**src/rtl/uart_pkg.sv**
```systemverilog
// Shared constants and types for the UART ping test path: message bytes,
// reply-state encoding and the saturating counter helper.
package uart_pkg;

    localparam int msg_len = 6;
    localparam int cnt_w   = 16;

    localparam logic [7:0] req_bytes [msg_len] = '{8'h70, 8'h69, 8'h6E, 8'h67, 8'h0D, 8'h0A};
    localparam logic [7:0] rsp_bytes [msg_len] = '{8'h70, 8'h6F, 8'h6E, 8'h67, 8'h0D, 8'h0A};

    typedef enum logic {
        IDLE = 1'b0,
        SEND = 1'b1
    } reply_state_t;

    function automatic logic [cnt_w-1:0] sat_inc(input logic [cnt_w-1:0] value);
        return (value == {cnt_w{1'b1}}) ? value : value + cnt_w'(1);
    endfunction

endpackage

```
**src/rtl/ping_matcher.sv**
```systemverilog
// Scans accepted bytes for "ping\r\n"; emits single-cycle match and error
// pulses that are valid in the cycle of the deciding byte or the gap timeout.
module ping_matcher
    import uart_pkg::*;
#(
    parameter int gap_max = 255
) (
    input  logic       clock,
    input  logic       reset,
    input  logic [7:0] data,
    input  logic       accept,
    output logic       match,
    output logic       error
);

    logic [2:0]  idx;
    logic [15:0] gap;
    logic        hit;
    logic        at_last;
    logic        timeout;

    assign hit     = (data == req_bytes[idx]);
    assign at_last = (idx == 3'(msg_len - 1));
    // Gap counts idle clocks since the last accepted byte; it expires on the
    // gap_max-th idle clock.
    assign timeout = !accept && (idx != 3'd0) && (gap == 16'(gap_max - 1));
    assign match   = accept && hit && at_last;
    assign error   = (accept && !hit && (idx != 3'd0)) || timeout;

    always_ff @(posedge clock or negedge reset) begin
        if (!reset) begin
            idx <= 3'd0;
            gap <= 16'd0;
        end else if (accept) begin
            gap <= 16'd0;
            if (hit) begin
                idx <= at_last ? 3'd0 : idx + 3'd1;
            end else begin
                idx <= (data == req_bytes[0]) ? 3'd1 : 3'd0;
            end
        end else if (idx != 3'd0) begin
            if (timeout) begin
                idx <= 3'd0;
                gap <= 16'd0;
            end else begin
                gap <= gap + 16'd1;
            end
        end else begin
            gap <= 16'd0;
        end
    end

endmodule

```
**src/rtl/ping_responder.sv**
```systemverilog
// Answers each "ping\r\n" on the receive stream with "pong\r\n" on the
// transmit stream, with one queued reply and saturating event counters.
//
// Handshake: a byte moves on a port in any cycle where its valid and ready are
// both high at the rising clock edge; the input side is always ready out of reset.
module ping_responder
    import uart_pkg::*;
#(
    parameter int gap_max = 255
) (
    input  logic        _clock,
    input  logic        _reset,
    input  logic [7:0]  _in,
    input  logic        _in_valid,
    output logic        _in_ready,
    output logic [7:0]  _out,
    output logic        _out_valid,
    input  logic        _out_ready,
    output logic [15:0] _ping_count,
    output logic [15:0] _error_count,
    output logic [15:0] _drop_count
);

    reply_state_t state;
    logic [2:0]   cursor;
    logic         pending;
    logic         accept;
    logic         match;
    logic         error;
    logic         handshake;
    logic         final_hs;

    assign _in_ready = _reset;
    assign accept    = _in_valid && _in_ready;
    assign handshake = _out_valid && _out_ready;
    assign final_hs  = handshake && (cursor == 3'(msg_len - 1));

    ping_matcher #(
        .gap_max (gap_max)
    ) u_matcher (
        .clock  (_clock),
        .reset  (_reset),
        .data   (_in),
        .accept (accept),
        .match  (match),
        .error  (error)
    );

    // _out/_out_valid are loaded with the byte for the next cursor so they
    // come straight from flops.
    always_ff @(posedge _clock or negedge _reset) begin
        if (!_reset) begin
            state       <= IDLE;
            cursor      <= 3'd0;
            pending     <= 1'b0;
            _out_valid  <= 1'b0;
            _out        <= 8'h00;
            _drop_count <= '0;
        end else begin
            case (state)
                IDLE: begin
                    if (match) begin
                        state      <= SEND;
                        cursor     <= 3'd0;
                        _out_valid <= 1'b1;
                        _out       <= rsp_bytes[0];
                    end
                end
                SEND: begin
                    if (final_hs) begin
                        if (match || pending) begin
                            cursor <= 3'd0;
                            _out   <= rsp_bytes[0];
                            // A fresh match restarts the reply and leaves any queued one queued.
                            if (!match) begin
                                pending <= 1'b0;
                            end
                        end else begin
                            state      <= IDLE;
                            cursor     <= 3'd0;
                            _out_valid <= 1'b0;
                            _out       <= 8'h00;
                        end
                    end else begin
                        if (handshake) begin
                            cursor <= cursor + 3'd1;
                            _out   <= rsp_bytes[cursor + 3'd1];
                        end
                        if (match) begin
                            if (pending) begin
                                _drop_count <= sat_inc(_drop_count);
                            end else begin
                                pending <= 1'b1;
                            end
                        end
                    end
                end
                default: begin
                    state      <= IDLE;
                    cursor     <= 3'd0;
                    pending    <= 1'b0;
                    _out_valid <= 1'b0;
                    _out       <= 8'h00;
                end
            endcase
        end
    end

    always_ff @(posedge _clock or negedge _reset) begin
        if (!_reset) begin
            _ping_count  <= '0;
            _error_count <= '0;
        end else begin
            if (match) begin
                _ping_count <= sat_inc(_ping_count);
            end
            if (error) begin
                _error_count <= sat_inc(_error_count);
            end
        end
    end

endmodule
```
**config.mk**
```make
export PLATFORM = sky130hd
export DESIGN_NAME = ping_responder
export DESIGN_NICKNAME = d
export VERILOG_FILES = /design/src/rtl/uart_pkg.sv /design/src/rtl/ping_matcher.sv /design/src/rtl/ping_responder.sv
export SDC_FILE = /design/constraint.sdc
export NUM_CORES = 1
export LEC_CHECK = 0
export ABC_AREA = 0
export BUFFER_PORTS_ARGS = -buffer_cell sky130_fd_sc_hd__buf_2
export CAP_MARGIN = 25
export CORE_ASPECT_RATIO = 0.7
export CORE_MARGIN = 5
export CORE_UTILIZATION = 44
export DETAILED_ROUTE_END_ITERATION = 12
export PLACE_DENSITY = 0.65
export SYNTH_ARGS = -nofsm -noshare
export SYNTH_HDL_FRONTEND = slang
export SYNTH_SLANG_ARGS = --single-unit
export TNS_END_PERCENT = 50
```
**constraint.sdc**
```tcl
create_clock -name _clock -period 2.7 [get_ports _clock]
set_clock_uncertainty 0.15 [all_clocks]
set_input_delay 0.27 -clock _clock [delete_from_list [all_inputs] [get_ports _clock]]
set_output_delay 0.27 -clock _clock [all_outputs]
set_load 0.03 [all_outputs]
```
==> results of run 1 <==
==> cell type report <==
type	count	area, µm²	area share [%]
flip-flops and latches	79	1980	40.9
repair buffers	78	420	8.70
inverters	10	37.5	0.776
clock buffers	9	225	4.66
well taps	124	155	3.21
clock inverters	7	87.6	1.81
multi-input cells	295	1930	40.0
==> placed cells by master (no fill, tap or decap), types with 9 or more instances in the layout <==
cell | synthesis | final
xnor2_1 | 27 | 27
and3_1 | 10 | 10
buf_4 | 3 | 10
o21ai_0 | 11 | 11
nand4_1 | 22 | 22
dfrtp_1 | 79 | 79
inv_1 | 10 | 10
clkbuf_16 | 0 | 9
nand2_1 | 42 | 42
xor2_1 | 30 | 30
nor2_1 | 43 | 43
buf_2 | 1 | 67
nor3_1 | 10 | 10
ha_1 | 12 | 12
nand3_1 | 18 | 18
==> synth_stat cells (all sizes together), types with 2 or more instances <==
cell type and number:
a21oi 7, a31oi 3, and2 3, and3 10, and4 6, buf 5, clkbuf 3, dfrtp 79
ha 12, inv 10, mux2 4, nand2 42, nand2b 2, nand3 18, nand4 22, nor2 45
nor2b 4, nor3 10, nor4 8, nor4bb 3, o211ai 2, o21ai 11, o22ai 2, o2bb2ai 3
or3 7, xnor2 27, xor2 30
==> power by group <==
group / total, W / internal, W / leakage, nW / switching [W]
sequential: 0.00119 / 0.00119 / 1.09 / 0.00000362
clock: 0.00127 / 0.000802 / 0.155 / 0.000467
combinational: 0.0000716 / 0.0000204 / 1.15 / 0.0000512
total: 0.00253 / 0.00201 / 2.40 / 0.000522
==> logic make-up (layout without fill, tap and decap cells) <==
family / Yosys count / after routing / share of synthesized area, %
AO/OA/AOI/OAI: 37 / 37 / 6.64
other: 1 / 1 / 0.0938
buffers and inverters: 18 / 104 / 2.19
adder cells (fa/ha/maj): 12 / 12 / 3.76
multiplexers: 5 / 5 / 1.38
AND/OR/NAND/NOR: 183 / 183 / 24.0
XOR/XNOR: 57 / 57 / 12.5
flip-flops: 79 / 79 / 49.5
==> worst max-delay path: cells and delay by family, from the launching register on <==
kind                   cells  cell delay [ns]
AOI/OAI and AO/OA          3             0.83
buffers and inverters      1             0.21
DFF                        1             0.43
muxes                      1             0.35
and+or+nand+nor            1             0.43
==> through the flow <==
step / utilization (%) / total power (W) / TNS (ns)
2_1_floorplan: - / 0.00124 / 0
3_3_place_gp: 50.3 / 0.00128 / 0
3_5_place_dp: 50.3 / 0.00128 / 0
4_1_cts: 53.9 / 0.00257 / 0
5_1_grt: 53.9 / 0.00263 / -0.00859
6_report: 53.9 / 0.00253 / 0
==> metal layers <==
metal | part of all wire (%) | vias up
li1 | - | 1537
met1 | 48 | 1462
met2 | 46 | 50
met3 | 3.9 | 10
met4 | 2.1 | 0
met5 | 0 | -
==> sequential cells by signal, indices dropped and copies added, names as in the netlist <==
register and count:
_out_valid 1, u_matcher.gap 16, _error_count 16, u_matcher.idx 3, state 1, _out 6
_drop_count 16, pending 1, cursor 3, _ping_count 16
==> how the worst max path moves through the flow <==
stage                                   to  slack, ns  depth (start not counted)
final                      _error_count[1]       0.18                          6
after global routing      _error_count[14]     -0.009                          9
after CTS                  _error_count[1]        0.1                          6
after detailed placement   _ping_count[10]       0.13                          6
after global placement     _error_count[1]       0.18                          6
after floorplan            _drop_count[14]       0.24                          7
==> what timing repair did <==
item | 4_1_cts | 5_1_grt
setup endpoints to repair | 0 | 10
endpoints found under the hold margin | 29 | 0
hold buffers | 1 | 0
==> impl_metrics.ini, run 1 <==
[cts]
cts.sinks = 79
cts_root_buffer = clkbuf_16
cts.clk_slew.worst_paths_ns = 0.06
post_cts_buffers = 0
cts_tree = built
h-tree-depth = 3
cts_buffer_depth = 2
cts_buffers = 9
clock_latency_ns = 0.33
cts_resized = 0

[sta]
max_freq_ghz = 0.397
finalCritPeriodShare_pct = 93.3
worst_slew_pin_slew_ns = 0.947
relSlewSlack_pct = 36.2
rsz0062_at_grt = yes
hold_viol = 0
maxSlewViolCount = 0
setup_viol = 0
hold_ws_ns = 0.131
period_minus_slack_ns = 2.52
worst_slack_ns = 0.180

[synth]
ys_ff_latch = 79
synthCells = 392
syn_nets = 416
netlist.area_leader.share_pct = 49.5
synth.avg_cell_area_um2 = 10.2
yosys.area.top_type = dfrtp_1
synth-seq-area-share_pct = 49.5
async_flop_share_pct = 100
synth_edf_count = 0
synth.distinct_cells = 46
synth_ff_type = dfrtp_1
ys_warn_count = 0
synthTopCellsByArea = dfrtp_1 (49%), xor2_1 (6.6%), xnor2_1 (5.9%), nor2_1 (4.0%), nand2_1 (3.9%)
synth_area_mm2 = 0.00400

[routing]
drc_errors = 0
routed-via-count = 3059
antenna_left = 0
dr.first_iter.drc_count = 131
dr.pass1.iters = 4
wl_mm = 8.66
wl_per_cell_um = 14.4
vias_per_cell = 5.08

[placed_design]
dpl.cell_count = 585
gp_congestion = 0.814
numPortBuffers = 68
dpl.hpwl_mm = 6.26
dpl_worst_slack_ns = 0.125
place_area_mm2 = 0.00451

[setup_path]
crit_slowest_cell = dfrtp_1
crit_path_start = u_matcher.idx[1]
crit_arrival_ns = 2.58
start_kind = flop
timing.rr.end = _error_count[1]
end_kind = flop
rr_startpoint = u_matcher.idx[1]
critPathKind = flop to flop
r2r_slack_ns = 0.18
crit_chain = or3_1, a2111oi_4, o21ai_0, o211ai_1, buf_4, mux2_2
worst_ep_required_time_ns = 2.76
crit_fanout = 11
cpPeakStageDelay_ns = 0.43
reg2regPathDepth = 6

[die]
io_pins = 70
dieWidth_um = 124
core_area_mm2 = 0.00896
dieArea_mm2 = 0.0111
rows = 29
start_util_pct = 44.6
dieHeight_um = 89.7

[hold_path]
min_from = _out_ready
holdPathStages = 4
hp-class = primary input to flop
hold_path_end = state

[final_layout]
drive_gt1_share_pct = 21.5
fin_area_mm2 = 0.00483
final_cells = 602
diodes = 0
nFillCells = 836
fin_nets = 497
area_growth_pct = 21.0

[global_routing]
grt_max_degree = 51
grt_overflow = 0
grt_pass1_wl_mm = 14.7
grt_pass1_vias = 3015
top_usage_layer = met2
met2_usage_pct = 24.8
grtUsageTotal_pct = 16.3
grt_antenna_before_repair = 0
gr-usage-met3_pct = 4.20
grt_use_met1_pct = 22.5

[flow_run]
cap_violations = 0

[pwr]
ir_worst_vdd_mv = 0.327
p_leak_nw = 2.40
powerDensity_mw_per_mm2 = 524

[run_status]
status = finished, final reports clean
Power figures use the tool's default switching activity.
==> run 2, diff against run 1 <==
Settings changed: CELL_PAD_IN_SITES_DETAIL_PLACEMENT set to 1, CELL_PAD_IN_SITES_GLOBAL_PLACEMENT set to 1, CORE_UTILIZATION 44 to 43, PLACE_DENSITY 0.65 to not set, PLACE_DENSITY_LB_ADDON set to 0.1.
==> run 2 against run 1 <==
Effect of this change: design area increased by 0.65%; register-to-register slack hardly changed; non-clock buffer count up 2; largest cell class unchanged.
==> impl_metrics.ini, run 2 (synthesis gave the netlist of run 1 again) <==
[sta]
maxSlewViolCount = 0
max_freq_ghz = 0.397
hold_viol = 0
finalCritPeriodShare_pct = 93.4
worst_slew_pin_slew_ns = 0.763
period_minus_slack_ns = 2.52
worst_slack_ns = 0.178
relSlewSlack_pct = 49.1
setup_viol = 0
tns_ns = 0
rsz0062_at_grt = no

[pwr]
powerDensity_mw_per_mm2 = 518
ir_worst_vdd_mv = 0.266
p_leak_nw = 2.40
total_power_w = 0.00252

[setup_path]
crit_chain = or3_1, a2111oi_4, buf_4, o211ai_4, or3_1, nor2_1, xor2_1
start_kind = flop
cpPeakStageDelay_ns = 0.49
crit_arrival_ns = 2.63
end_kind = flop
crit_fanout = 9
critPathKind = flop to flop
cp_common_cell = or3_1
crit_slowest_cell = or3_1
worst_path_dominant_cell_family = simple AND/OR/NAND/NOR gates
worst_ep_required_time_ns = 2.81
crit_buf_inv = 1

[global_routing]
grt_max_degree = 60
grt_overflow = 0
grt_pass1_wl_mm = 17.2
grtUsageTotal_pct = 18.5
grt_antenna_before_repair = 0
grt_pass1_vias = 3358

[cts]
cts.clk_slew.worst_paths_ns = 0.06
clock_latency_ns = 0.34
cts_buffers = 9
h-tree-depth = 3
cts.sinks = 79
cts_tree = built
cts_root_buffer = clkbuf_16
cts_buffer_depth = 2

[final_layout]
final_cells = 604
fin_nets = 499
diodes = 0
fin_area_mm2 = 0.00487
area_growth_pct = 21.8
layout_common_cells = dfrtp_1 (79), buf_2 (67), nor2_1 (43)
drive_gt1_share_pct = 21.9
layout_commonest_cell = dfrtp_1

[die]
dieHeight_um = 90.7
rows = 29
dieArea_mm2 = 0.0114
core_area_mm2 = 0.00907
dieWidth_um = 125
io_pins = 70
start_util_pct = 44.1

[flow_run]
cap_violations = 0

[placed_design]
dpl_worst_slack_ns = 0.0888
dpl.cell_count = 586
numPortBuffers = 68
dpl.hpwl_mm = 7.13
gp_congestion = 0.819
place_area_mm2 = 0.00453

[routing]
dr.pass1.iters = 4
routed-via-count = 3172
vias_per_cell = 5.25
wl_per_cell_um = 16.3
dr.first_iter.drc_count = 151
drc_errors = 0
antenna_left = 0
wl_mm = 9.87

[hold_path]
hp-class = primary input to flop

[run_status]
status = finished, final reports clean
-- run 2: cell count changes in the layout (fill, tap and decap cells not counted), sizes merged --
cell,before,now
buf,77,79
inv,10,11
bufinv,2,1
clkinv,4,3
clkbuf,9,10
-- run 2: timing repair --
item,4_1_cts,5_1_grt
gates resized for setup,0,1
endpoints found under the hold margin,20,0
hold buffers,1,0
setup buffers,0,1
setup endpoints to repair,0,7
-- run 2: power by group --
part	internal, W	total, W	switching (W)
combinational	0.0000207	0.0000733	0.0000526
clock	0.000746	0.00126	0.000511
sequential	0.00119	0.00119	0.00000331
total	0.00195	0.00252	0.000567
-- run 2: worst register-to-register path: stages, from the launching register on --
cell	delay (ns)
dfrtp_1	0.42
or3_1	0.43
a2111oi_4	0.32
buf_4	0.19
o211ai_4	0.14
or3_1	0.50
nor2_1	0.16
xor2_1	0.16
-- run 2: layout make-up --
class,instances,area [µm²]
clock buffer,10,239
clock inverter,6,68.8
fill,1038,4210
inverter,10,37.5
multi-input combinational,295,1940
sequential,79,1980
tap,124,155
timing repair buffer,80,448
-- run 2: layer usage --
| metal | wire length, µm | GRT usage, % | up-vias |
|---|---|---|---|
| li1 | - | - | 1545 |
| met1 | 5000 | 26.5 | 1563 |
| met2 | 4380 | 27.7 | 53 |
| met3 | 404 | 4.96 | 11 |
| met4 | 92 | 4.69 | 0 |
| met5 | 0 | 0 | - |
-- run 2: final timing paths --
path / endpoint / cells past startpoint / startpoint / slack (ns)
setup / recovery: _ping_count[12] / 7 / u_matcher.idx[1] / 0.18
hold / removal: state / 4 / _out_ready / 0.13
setup reg to reg: _ping_count[12] / 7 / u_matcher.idx[1] / 0.18
hold reg to reg: _out[4] / 2 / _out[4] / 0.34
max in group asynchronous: _error_count[15] / 4 / _reset / 1.03
min in group asynchronous: u_matcher.gap[8] / 3 / _reset / 0.32
-- run 2: per-stage QoR --
stage,util [%],hold slack [ns]
after floorplan,-,-0.176
after global placement,50.0,0.137
after detailed placement,50.0,0.142
after CTS,53.5,0.109
after global routing,53.6,0.160
final,53.6,0.130
